File: config.mk
export PLATFORM = sky130hd
export DESIGN_NAME = conv1d_sram_reader
export DESIGN_NICKNAME = d
export VERILOG_FILES = /design/src/rtl/conv1d_sram_reader.sv
export SDC_FILE = /design/constraint.sdc
export NUM_CORES = 1
export LEC_CHECK = 0
export ABC_CLOCK_PERIOD_IN_PS = 3300
export BUFFER_PORTS_ARGS = -buffer_cell sky130_fd_sc_hd__buf_4
export CAP_MARGIN = 20
export CORE_ASPECT_RATIO = 1.25
export CORE_MARGIN = 2
export CORE_UTILIZATION = 60
export DETAILED_ROUTE_END_ITERATION = 7
export PLACE_DENSITY = 0.86
export SYNTH_ARGS = -nofsm -noshare
export SYNTH_HDL_FRONTEND = slang
export SYNTH_SLANG_ARGS = --single-unit
File: constraint.sdc
create_clock -name clk_i -period 3.3 [get_ports clk_i]
set_input_delay 0.165 -clock clk_i [delete_from_list [all_inputs] [get_ports clk_i]]
set_output_delay 0.165 -clock clk_i [all_outputs]
set_load 0.01 [all_outputs]
File: src/rtl/conv1d_sram_reader.sv
// conv1d_sram_reader
//   Streaming read master for the conv1d accelerator. Fetches len_i 32-bit
//   words starting at base_addr_i from a fixed-latency (1 cycle) SRAM and
//   presents them as a valid/ready stream through a small output FIFO.
//   Requests are only issued while the FIFO has room for every response
//   still in flight, so backpressure never drops data (the SRAM has no grant).
//
// Optional feature: define CONV1D_SRAM_RD_STRIDE_EN to add stride_i, a byte
//   stride latched at start (low two bits ignored). Without it, consecutive
//   words are read (increment of 4).
//
// Ports:
//   clk_i, rst_i       clock, asynchronous active-high reset
//   start_i            start pulse, only looked at while idle
//   base_addr_i        byte address of the first word ([1:0] forced to 0)
//   len_i              number of words to read
//   stride_i           (optional) byte stride per word
//   busy_o             transfer in progress
//   done_o             one-cycle pulse with the final stream handshake
//   sram_req_o         {req, we, be[3:0], addr[31:0], wdata[31:0]}
//   sram_rsp_i         read data, valid the cycle after a request
//   data_o, valid_o    output stream (FIFO head)
//   ready_i            output stream ready
module conv1d_sram_reader #(
  parameter int FIFO_DEPTH = 4,
  parameter int LEN_W      = 16
) (
  input  logic             clk_i,
  input  logic             rst_i,
  input  logic             start_i,
  input  logic [31:0]      base_addr_i,
  input  logic [LEN_W-1:0] len_i,
`ifdef CONV1D_SRAM_RD_STRIDE_EN
  input  logic [15:0]      stride_i,
`endif
  output logic             busy_o,
  output logic             done_o,
  output logic [69:0]      sram_req_o,
  input  logic [31:0]      sram_rsp_i,
  output logic [31:0]      data_o,
  output logic             valid_o,
  input  logic             ready_i
);

  localparam int PTR_W = (FIFO_DEPTH > 1) ? $clog2(FIFO_DEPTH) : 1;
  localparam int CNT_W = PTR_W + 1;
  localparam logic [CNT_W:0] DEPTH_L = FIFO_DEPTH[CNT_W:0];

  typedef enum logic [1:0] {S_IDLE, S_RUN, S_DRAIN} state_t;

  state_t           r_state, w_state_nxt;
  logic [31:0]      r_addr;
  logic [LEN_W-1:0] r_issue_rem;
  logic [LEN_W-1:0] r_pop_rem;
  logic             r_rsp_vld_p1;   // a request went out last cycle; its data is on sram_rsp_i now
  logic             r_zero_done;
  logic             r_live;         // low only while reset is applied, so the request bus idles at 0
  logic [PTR_W-1:0] r_wptr, r_rptr;
  logic [CNT_W-1:0] r_count;
  logic [31:0]      r_mem [FIFO_DEPTH];

  logic             w_issue, w_accept, w_last_pop, w_valid, w_pop;
  logic [CNT_W:0]   w_occ;
  logic [31:0]      w_incr;

`ifdef CONV1D_SRAM_RD_STRIDE_EN
  logic [15:0]      r_stride;
  assign w_incr = {16'h0000, r_stride & 16'hFFFC};
`else
  assign w_incr = 32'd4;
`endif

  assign w_valid = (r_count != '0);
  assign w_pop   = w_valid && ready_i;
  // Words buffered plus the one response that may still land next edge.
  assign w_occ   = {1'b0, r_count} + {{CNT_W{1'b0}}, r_rsp_vld_p1};

  // ---- control: state register ----
  always_ff @(posedge clk_i or posedge rst_i) begin
    if (rst_i) r_state <= S_IDLE;
    else       r_state <= w_state_nxt;
  end

  always_comb begin
    w_state_nxt = r_state;
    w_issue     = 1'b0;
    w_accept    = 1'b0;
    w_last_pop  = 1'b0;
    case (r_state)
      S_IDLE: begin
        if (start_i) begin
          w_accept = 1'b1;
          if (len_i != '0) w_state_nxt = S_RUN;
        end
      end
      S_RUN: begin
        if ((r_issue_rem != '0) && (w_occ < DEPTH_L)) begin
          w_issue = 1'b1;
          if (r_issue_rem == LEN_W'(1)) w_state_nxt = S_DRAIN;
        end
      end
      S_DRAIN: begin
        if (w_pop && (r_pop_rem == LEN_W'(1))) begin
          w_last_pop  = 1'b1;
          w_state_nxt = S_IDLE;
        end
      end
      default: w_state_nxt = S_IDLE;
    endcase
  end

  // ---- stage p0: issue address / counters, p1: response capture ----
  always_ff @(posedge clk_i or posedge rst_i) begin
    if (rst_i) begin
      r_addr       <= '0;
      r_issue_rem  <= '0;
      r_pop_rem    <= '0;
      r_rsp_vld_p1 <= 1'b0;
      r_zero_done  <= 1'b0;
      r_live       <= 1'b0;
      r_wptr       <= '0;
      r_rptr       <= '0;
      r_count      <= '0;
`ifdef CONV1D_SRAM_RD_STRIDE_EN
      r_stride     <= '0;
`endif
    end else begin
      r_live       <= 1'b1;
      r_rsp_vld_p1 <= w_issue;
      r_zero_done  <= w_accept && (len_i == '0);
      if (w_accept && (len_i != '0)) begin
        r_addr      <= base_addr_i & ~32'h3;
        r_issue_rem <= len_i;
        r_pop_rem   <= len_i;
`ifdef CONV1D_SRAM_RD_STRIDE_EN
        r_stride    <= stride_i;
`endif
      end else begin
        if (w_issue) begin
          r_addr      <= r_addr + w_incr;
          r_issue_rem <= r_issue_rem - LEN_W'(1);
        end
        if (w_pop) r_pop_rem <= r_pop_rem - LEN_W'(1);
      end
      if (r_rsp_vld_p1) r_wptr <= r_wptr + PTR_W'(1);
      if (w_pop)        r_rptr <= r_rptr + PTR_W'(1);
      case ({r_rsp_vld_p1, w_pop})
        2'b10:   r_count <= r_count + CNT_W'(1);
        2'b01:   r_count <= r_count - CNT_W'(1);
        default: r_count <= r_count;
      endcase
    end
  end

  // FIFO storage is data only; occupancy lives in the reset control above.
  always_ff @(posedge clk_i) begin
    if (r_rsp_vld_p1) r_mem[r_wptr] <= sram_rsp_i;
  end

  // ---- outputs ----
  assign busy_o     = (r_state != S_IDLE);
  assign done_o     = w_last_pop | r_zero_done;
  assign valid_o    = w_valid;
  assign data_o     = w_valid ? r_mem[r_rptr] : 32'h0;
  assign sram_req_o = {w_issue, 1'b0, {4{r_live}}, r_addr, 32'h0000_0000};

endmodule

==> results.tsv, run 1 <==
stage	metric	value	unit
status	status	complete, no violations	
synthesis	async_flop_share	0.366	
synthesis	yosys_warnings	0	
drt	vias_per_cell	6.06	
drt	drt_iter0_drc	631	
clock_network	path_clk_slew	70	ps
power_and_ir_drop	p_per_area	889	nW/um^2
synthesis	syn_avg_cell_area	13.3	sq um
synthesis	yosysTopAreaCell	edfxtp_1	
setup_path	arrival	2740	ps
clock_network	htree_levels	1	
cells_and_area	syn2layout_area_growth	27.7	%
synthesis	ys.flop_type	edfxtp_1	
clock_network	cts_resized	0	
sta	maxSlewHeadroom	0.491	
die	core	15600	sq um
drt	final_antenna_net_count	0	
global_route	grt_pass1_vias	7374	
synthesis	syn_area	9540	sq um
placed_design	place_congestion	0.897	
drt	wirelength	25.2	mm
clock_network	cts_setup_buffers	0	
clock_network	clock_sinks	202	
synthesis	syn_inst	717	
die	placementRows	51	
sta	worst_pin_slew	756	ps
die	initial_core_util	0.613	
setup_path	cp-start-kind	flop	
die	die_y	145	microns
die	die_w	117	microns
synthesis	synth.most_common_cell	edfxtp_1	
global_route	grt_start_max_net_pins	75	
cells_and_area	drive_above_1_share	0.263	
sta	hold_viol_final	0	
cells_and_area	n_antenna_cell	0	
drt	first_pass_iters	5	
sta	tns	0	ps
global_route	antenna_found_initial	0	
cells_and_area	final_util	0.783	
sta	setup_viol	0	
drt	drc	0	
drt	vias	7099	
cells_and_area	num-fill-cells	896	
synthesis	synthDistinctLibCells	60	
setup_path	crit_path_end_kind	output pin	
sta	fmax	0.344	GHz
clock_network	root_buffer	clkbuf_16	
drt	routedWlPerCell	21.5	microns
global_route	grt_pass1_wl	39.2	mm
run	max-cap-violations	0	
synthesis	synth_edf_count	128	
worst_hold_path	min_path_type	in2reg	
sta	finalCritPeriodShare	0.880	
setup_path	critical_path_class	reg2out	
placed_design	hpwl	14.6	mm
global_route	track_usage	0.296	
setup_path	path_max_fanout	5	
synthesis	synth_seq_cells	202	
clock_network	cts_tree	yes	
sta	rsz0062_at_grt	no	
global_route	grt_overflow_total	0	
clock_network	ctsHoldBuffers	77	
clock_network	cts_buffer_depth	3	
sta	fin_crit	2900	ps
die	io_pins	189	
placed_design	numPortBuffers	151	
clock_network	clock_latency	490	ps
cells_and_area	layout.nets	1041	
die	die-area	16900	sq um
sta	clock_skew	17.8	ps
clock_network	cts_made_buffers	20	
power_and_ir_drop	p_leak	4.70	nW
synthesis	synth_area_leaders	edfxtp_1 40%, dfrtp_1 19%, mux4_2 7.6%	
synthesis	synth_common_cells	128 x edfxtp_1, 74 x dfrtp_1, 55 x nand2_1, 40 x buf_4, 38 x and2_1	
synthesis	yosys.area.top_type_share	0.403	
sta	slew_violations	0	
setup_path	crit_required	3130	ps
power_and_ir_drop	vdd_drop_max	0.491	mV
synthesis	synth-seq-area-share	0.597	
[layout make-up]
type / count / area (sq um) / share of cell area
multi-input cells: 450 / 3450 / 0.283
flip-flops and latches: 202 / 5700 / 0.467
clock inverters: 12 / 88.8 / 0.00729
inverters: 27 / 101 / 0.00831
repair buffers: 245 / 2040 / 0.168
well taps: 212 / 265 / 0.0218
clock buffers: 24 / 547 / 0.0449
[per-stage QoR]
stage,area [sq um],std cells,total power [mW],hold slack [ps],setup WS (ps)
finish,12200,1172,10.8,14.8,396
global placement,10800,1059,8.19,289,757
global route,12200,1172,11.4,13.8,344
floorplan,9670,751,6.78,264,1180
detailed placement,10800,1059,8.37,292,724
CTS,12200,1172,10.7,3.89,387
[power by group]
group	internal, mW	total [mW]	switching [mW]
clock	1.26	2.21	0.948
combinational	2.09	4.34	2.25
sequential	3.54	4.29	0.743
[registers in the layout, summed over array words and instances, names as in the netlist, 2 cells and up]
signal and count:
r_addr 30, r_count 3, r_issue_rem 16, r_mem 128, r_pop_rem 16, r_rptr 2, r_state 2, r_wptr 2
[worst paths after layout]
| path | end | slack, ps | startpoint | cells past startpoint |
|---|---|---|---|---|
| setup / recovery | done_o | 400 | r_pop_rem[6]$_DFFE_PP0P_ | 5 |
| hold / removal | r_rptr[0]$_DFFE_PP0P_ | 10 | ready_i | 3 |
| setup reg to reg | r_addr[25]$_DFFE_PP0P_ | 670 | r_issue_rem[0]$_DFFE_PP0P_ | 8 |
| hold reg to reg | r_rptr[1]$_DFFE_PP0P_ | 470 | r_rptr[1]$_DFFE_PP0P_ | 1 |
| max in group asynchronous | r_rptr[0]$_DFFE_PP0P_ | 2630 | rst_i | 4 |
| min in group asynchronous | r_live$_DFF_PP0_ | 300 | rst_i | 4 |
[cell usage in the layout (no fill, tap or decap), types with 3 or more instances in the layout]
master         instances
and3_1                 6
mux2_1                 4
dfrtp_1               73
xnor2_1               12
clkbuf_16             21
mux2_2                 5
mux4_2                32
o211ai_1              17
nor3b_1                4
a221o_1               21
or3_1                  8
ha_1                  10
xor2_1                 9
dlygate4sd3_1         77
clkinv_1               5
a211o_1                3
conb_1                36
mux2i_1               19
nand4_1               15
nor3_1                22
nor4_1                16
nand2_1               55
or4_1                  9
nand3_1               23
edfxtp_1             128
o311ai_0               7
clkinv_2               3
and2_1                38
nor2_1                28
nand4b_1               3
buf_4                167
o21ai_0               14
inv_1                 24
[per-layer routing]
layer	vias up	wire length [microns]	track usage
met3	72	1760	0.0485
met5	-	0	0
met2	400	13400	0.527
li1	3118	-	-
met1	3509	9180	0.360
met4	0	816	0.104
[critical path: stages, from the launching register on]
cell,delay [ps]
dfrtp_1,450
or4_4,580
or4b_4,520
nor4b_2,350
a31o_2,220
buf_4,120
[cells by family after synthesis]
group | count (synthesis) | synth area share
flip-flops | 202 | 0.597
multiplexers | 60 | 0.106
XOR/XNOR | 21 | 0.0193
AO/OA/AOI/OAI | 79 | 0.0659
buffers and inverters | 99 | 0.0562
adder cells (fa/ha/maj) | 11 | 0.0152
AND/OR/NAND/NOR | 243 | 0.140
other | 2 | 0.000787
Note: power is estimated with default switching activity, not from simulation.
==> inputs of run 2 (changes only) <==
Settings changed: MAX_ROUTING_LAYER set to met4.
==> run 2 against run 1 <==
Net effect:
- sequential power barely moved
- critical path depth did not move
- count of clock-buffer cells in the layout did not move
- sequential share of layout area did not move
- register-to-register slack barely moved
- combinational power barely moved
- routed wire length fell by 0.33%
- final area did not move
- global-route usage rose by 0.80 points
- largest cell class unchanged
- hold slack improved by 0.71 ps
==> results.tsv, run 2 (same netlist as run 1, synthesis figures left out) <==
stage	metric	value	unit	change
clock_network	clock_latency	490	ps	about the same
global_route	track_usage	0.304		was 0.296
die	die_y	145	microns	unchanged
setup_path	path_max_fanout	5		unchanged
clock_network	htree_levels	1		unchanged
die	placementRows	51		unchanged
sta	hold_viol_final	0		unchanged
setup_path	critical_path_class	reg2out		unchanged
sta	worst_pin_slew	726	ps	was 756 ps
cells_and_area	final_cell_mix	167 x buf_4, 128 x edfxtp_1, 77 x dlygate4sd3_1		unchanged
cells_and_area	n_antenna_cell	0		unchanged
cells_and_area	syn2layout_area_growth	27.7	%	unchanged
drt	wl_met1	9.17	mm	was 9.18 mm
cells_and_area	final_area	12200	sq um	unchanged
clock_network	cts_resized	0		unchanged
drt	drc	0		unchanged
setup_path	crit_required	3130	ps	about the same
power_and_ir_drop	p_per_area	887	nW/um^2	was 889 nW/um^2
drt	vias	7063		was 7099
cells_and_area	layout.nets	1041		unchanged
cells_and_area	largestRegisters	r_mem x128, r_addr x30		unchanged
sta	rsz0062_at_grt	no		unchanged
die	core	15600	sq um	unchanged
cells_and_area	largest_reg_flops	128		unchanged
clock_network	cts_tree	yes		unchanged
clock_network	root_buffer	clkbuf_16		unchanged
run	max-cap-violations	0		unchanged
clock_network	clock_sinks	202		unchanged
clock_network	cts_buffer_depth	3		unchanged
worst_hold_path	min_path_type	in2reg		unchanged
cells_and_area	multi_input_area	3450	sq um	unchanged
setup_path	cp-start-kind	flop		unchanged
cells_and_area	num-fill-cells	896		unchanged
sta	fin_crit	2880	ps	was 2900 ps
die	io_pins	189		unchanged
global_route	grt_overflow_total	0		unchanged
sta	finalCritPeriodShare	0.874		was 0.880
global_route	grt_pass1_vias	7407		was 7374
sta	setup_viol	0		unchanged
die	die-area	16900	sq um	unchanged
cells_and_area	drive_above_1_share	0.263		unchanged
drt	top_layer_used	met4		unchanged
drt	met3_length	1.64	mm	was 1.76 mm
drt	vias_per_cell	6.03		was 6.06
power_and_ir_drop	p_leak	4.70	nW	unchanged
sta	tns	0	ps	unchanged
placed_design	numPortBuffers	151		unchanged
global_route	antenna_found_initial	0		unchanged
placed_design	hpwl	14.6	mm	unchanged
placed_design	place_congestion	0.912		was 0.897
sta	maxSlewHeadroom	0.511		was 0.491
sta	fmax	0.347	GHz	was 0.344 GHz
drt	wirelength	25.1	mm	was 25.2 mm
power_and_ir_drop	vdd_drop_max	0.490	mV	was 0.491 mV
setup_path	arrival	2720	ps	was 2740 ps
die	initial_core_util	0.613		unchanged
global_route	grt_start_max_net_pins	75		unchanged
drt	dr_wl_met2	13.5	mm	was 13.4 mm
global_route	grt_pass1_wl	39.2	mm	about the same
status	status	complete, no violations		unchanged
sta	slew_violations	0		unchanged
cells_and_area	top_register	r_mem		unchanged
clock_network	cts_made_buffers	20		unchanged
die	die_w	117	microns	unchanged
setup_path	crit_path_end_kind	output pin		unchanged
placed_design	place_area	10800	sq um	unchanged
sta	clock_skew	18.1	ps	was 17.8 ps
drt	final_antenna_net_count	0		unchanged
cells_and_area	regArea	5700	sq um	unchanged
drt	routedWlPerCell	21.4	microns	was 21.5 microns
drt	first_pass_iters	5		unchanged
drt	drt_iter0_drc	648		was 631
clock_network	path_clk_slew	70	ps	about the same
cells_and_area	layout_commonest_cell	buf_4		unchanged
[run 2: path summary, 6_finish.rpt]
path / from / endpoint / slack, ps / depth (start not counted)
worst max register to register: r_issue_rem[0]$_DFFE_PP0P_ / r_addr[25]$_DFFE_PP0P_ / 680 / 8
worst min register to register: r_rptr[1]$_DFFE_PP0P_ / r_rptr[1]$_DFFE_PP0P_ / 470 / 1
max in group asynchronous: rst_i / r_addr[26]$_DFFE_PP0P_ / 2630 / 4
worst min-delay path: ready_i / r_rptr[0]$_DFFE_PP0P_ / 20 / 3
worst max-delay path: r_pop_rem[6]$_DFFE_PP0P_ / done_o / 420 / 5
min in group asynchronous: rst_i / r_live$_DFF_PP0_ / 290 / 4
[run 2: repair_timing]
action                                  4_1_cts  5_1_grt
endpoints found under the hold margin       261        0
hold buffers                                 77        0
endpoints found under the setup margin        0        0
setup buffers                                 0        0
[run 2: routing by layer]
layer | vias to the layer above | global-route usage
li1 | 3117 | -
met1 | 3481 | 0.360
met2 | 394 | 0.532
met3 | 71 | 0.0414
met4 | 0 | 0.100
met5 | - | -
[run 2: area by class of cell]
class,count,area share
inverters,27,0.00831
well taps,212,0.0218
clock buffers,24,0.0449
clock inverters,12,0.00729
flip-flops and latches,202,0.467
multi-input cells,450,0.283
repair buffers,245,0.168
[run 2: report_power, final]
group          internal, mW  switching (mW)
sequential             3.54           0.734
clock                  1.26           0.946
combinational          2.09            2.24
total                  6.89            3.92
[run 2: through the flow]
| step | instances | total power, mW | util | worst slack [ps] | hold WS (ps) |
|---|---|---|---|---|---|
| final | 1172 | 10.8 | 0.783 | 416 | 15.5 |
| after global routing | 1172 | 11.4 | 0.783 | 349 | 13.9 |
| after CTS | 1172 | 10.7 | 0.783 | 387 | 3.89 |
| after detailed placement | 1059 | 8.37 | 0.693 | 724 | 292 |
| after global placement | 1059 | 8.19 | 0.693 | 757 | 289 |
| after floorplan | 751 | 6.78 | - | 1180 | 264 |
[run 2: worst max-delay path: stages, from the launching register on]
cell,delay (ps)
dfrtp_1,450
or4_4,580
or4b_4,520
nor4b_2,330
a31o_2,230
buf_4,120
==> inputs of run 3 (changes only) <==
Settings changed: PLACE_DENSITY 0.86 to not set, PLACE_DENSITY_LB_ADDON set to 0.3.
==> run 3 against run 2 <==
Net effect:
- clock skew down 5.2 ps
- worst setup slack improved by 34 ps
- hold slack got worse by 2.9 ps
- critical path depth unchanged
- final area is 0.14% higher
- count of clock-buffer cells in the layout increased by 3
- sequential share of layout area down 0.067 points
- sequential power barely moved
- register-to-register slack gained 90 ps
- largest cell class unchanged
- highest routed layer unchanged
==> results.tsv, run 3 (same netlist as run 1, synthesis figures left out) <==
stage	metric	value	unit	change
status	status	complete, no violations		unchanged
sta	fmax	0.351	GHz	was 0.347 GHz
die	core	15600	sq um	unchanged
drt	vias	6932		was 7063
cells_and_area	final_cell_mix	160 x buf_4, 128 x edfxtp_1, 78 x dlygate4sd3_1		was 167 x buf_4, 128 x edfxtp_1, 77 x dlygate4sd3_1
global_route	grt_overflow_total	0		unchanged
setup_path	cp-start-kind	flop		unchanged
sta	finalCritPeriodShare	0.864		was 0.874
cells_and_area	drive_above_1_share	0.261		was 0.263
die	io_pins	189		unchanged
cells_and_area	final_area	12200	sq um	about the same
die	initial_core_util	0.613		unchanged
clock_network	cts_resized	0		unchanged
placed_design	place_congestion	0.857		was 0.912
global_route	grt_pass1_vias	7374		was 7407
sta	slew_violations	0		unchanged
placed_design	hpwl	14.0	mm	was 14.6 mm
power_and_ir_drop	p_leak	4.70	nW	about the same
sta	hold_viol_final	0		unchanged
clock_network	cts_made_buffers	20		unchanged
cells_and_area	top_register	r_mem		unchanged
power_and_ir_drop	p_seq_frac	0.392		was 0.395
clock_network	htree_levels	1		unchanged
sta	setup_viol	0		unchanged
sta	rsz0062_at_grt	no		unchanged
placed_design	place_area	10700	sq um	was 10800 sq um
die	die-area	16900	sq um	unchanged
cells_and_area	largestRegisters	r_mem x128, r_addr x30		unchanged
power_and_ir_drop	vdd_drop_max	0.669	mV	was 0.490 mV
drt	vias_per_cell	5.94		was 6.03
cells_and_area	num-fill-cells	968		was 896
drt	wirelength	23.6	mm	was 25.1 mm
cells_and_area	syn2layout_area_growth	27.9	%	was 27.7%
cells_and_area	multi_input_area	3450	sq um	about the same
global_route	grt_start_max_net_pins	45		was 75
clock_network	cts_buffer_depth	3		unchanged
run	max-cap-violations	0		unchanged
sta	maxSlewHeadroom	0.389		was 0.511
global_route	grt_pass1_wl	37.0	mm	was 39.2 mm
sta	fin_crit	2850	ps	was 2880 ps
setup_path	arrival	2690	ps	was 2720 ps
clock_network	path_clk_slew	60	ps	was 70 ps
setup_path	critical_path_class	reg2out		unchanged
sta	clock_skew	13.0	ps	was 18.1 ps
setup_path	crit_required	3130	ps	about the same
setup_path	path_max_fanout	5		unchanged
power_and_ir_drop	p_per_area	889	nW/um^2	was 887 nW/um^2
sta	tns	0	ps	unchanged
cells_and_area	layout_commonest_cell	buf_4		unchanged
clock_network	clock_latency	480	ps	was 490 ps
power_and_ir_drop	p_int	7.06	mW	was 6.89 mW
drt	drc	0		unchanged
drt	drt_iter0_drc	522		was 648
cells_and_area	largest_reg_flops	128		unchanged
sta	worst_pin_slew	916	ps	was 726 ps
clock_network	clock_sinks	202		unchanged
global_route	antenna_found_initial	1		was 0
cells_and_area	layout.nets	1035		was 1041
worst_hold_path	min_path_type	in2reg		unchanged
cells_and_area	regArea	5700	sq um	unchanged
clock_network	cts_tree	yes		unchanged
die	die_w	117	microns	unchanged
global_route	track_usage	0.286		was 0.304
setup_path	crit_path_end_kind	output pin		unchanged
drt	first_pass_iters	5		unchanged
power_and_ir_drop	switchingPower	3.79	mW	was 3.92 mW
die	placementRows	51		unchanged
placed_design	numPortBuffers	151		unchanged
power_and_ir_drop	combPwrFrac	0.390		was 0.400
drt	routedWlPerCell	20.2	microns	was 21.4 microns
power_and_ir_drop	clkPwrFrac	0.217		was 0.204
clock_network	root_buffer	clkbuf_16		unchanged
power_and_ir_drop	switching_share	0.349		was 0.363
drt	final_antenna_net_count	0		unchanged
die	die_y	145	microns	unchanged
run 3: cell count changes in the layout (fill, tap and decap cells not counted), moves of 2 or more:
cell and delta:
bufinv_16 +2, clkinv_1 -2, buf_4 -7, and2_2 +4, clkbuf_1 +2, and2_1 -4
run 3: power by group through the flow:
stage               sequential (mW)  clock, mW  combinational, mW
floorplan                      4.12          0               2.66
global placement               4.18          0               3.98
detailed placement             4.26          0               4.10
CTS                            4.23       2.38               4.22
global route                   4.35       2.49               4.60
finish                         4.26       2.36               4.24
run 3: final cells by class:
class,count,share of cell area
Inverter,27,0.00830
Tap cell,212,0.0217
Sequential cell,202,0.467
Timing Repair Buffer,239,0.164
Clock inverter,9,0.00984
Multi-Input combinational cell,450,0.283
Antenna cell,1,0.000205
Clock buffer,27,0.0465
run 3: per-layer routing:
layer,share of wire,GRT usage,vias to the layer above
li1,-,-,3094
met1,0.36,0.336,3449
met2,0.54,0.504,326
met3,0.067,0.0393,63
met4,0.029,0.0918,0
met5,0,-,-
run 3: path summary, 6_finish.rpt:
kind / start / endpoint / cells past startpoint / slack (ps)
max: r_pop_rem[6]$_DFFE_PP0P_ / done_o / 5 / 450
min: ready_i / r_rptr[0]$_DFFE_PP0P_ / 3 / 10
max reg2reg: r_state[1]$_DFFE_PP0P_ / r_addr[19]$_DFFE_PP0P_ / 6 / 770
min reg2reg: r_count[0]$_DFFE_PP0P_ / r_count[0]$_DFFE_PP0P_ / 1 / 540
max in group asynchronous: rst_i / r_pop_rem[15]$_DFFE_PP0P_ / 4 / 2160
min in group asynchronous: rst_i / r_addr[18]$_DFFE_PP0P_ / 3 / 440
run 3: through the flow:
| stage | utilization | hold slack [ps] | instances | total power, mW | setup WS (ps) |
|---|---|---|---|---|---|
| after floorplan | - | 264 | 751 | 6.78 | 1180 |
| after global placement | 0.690 | 342 | 1052 | 8.16 | 875 |
| after detailed placement | 0.690 | 368 | 1052 | 8.36 | 807 |
| after CTS | 0.784 | 0.943 | 1166 | 10.8 | 433 |
| after global routing | 0.784 | 55.0 | 1167 | 11.4 | 347 |
| final | 0.784 | 12.6 | 1167 | 10.9 | 450 |
run 3: critical path, stage by stage (launching register included):
cell and delay, ps:
dfrtp_1 430, or4_4 570, or4b_4 520, nor4b_2 360, a31o_2 210, buf_4 110
run 3: what timing repair did:
item,4_1_cts,5_1_grt
hold buffers,78,0
endpoints found under the hold margin,221,0
setup buffers,0,0
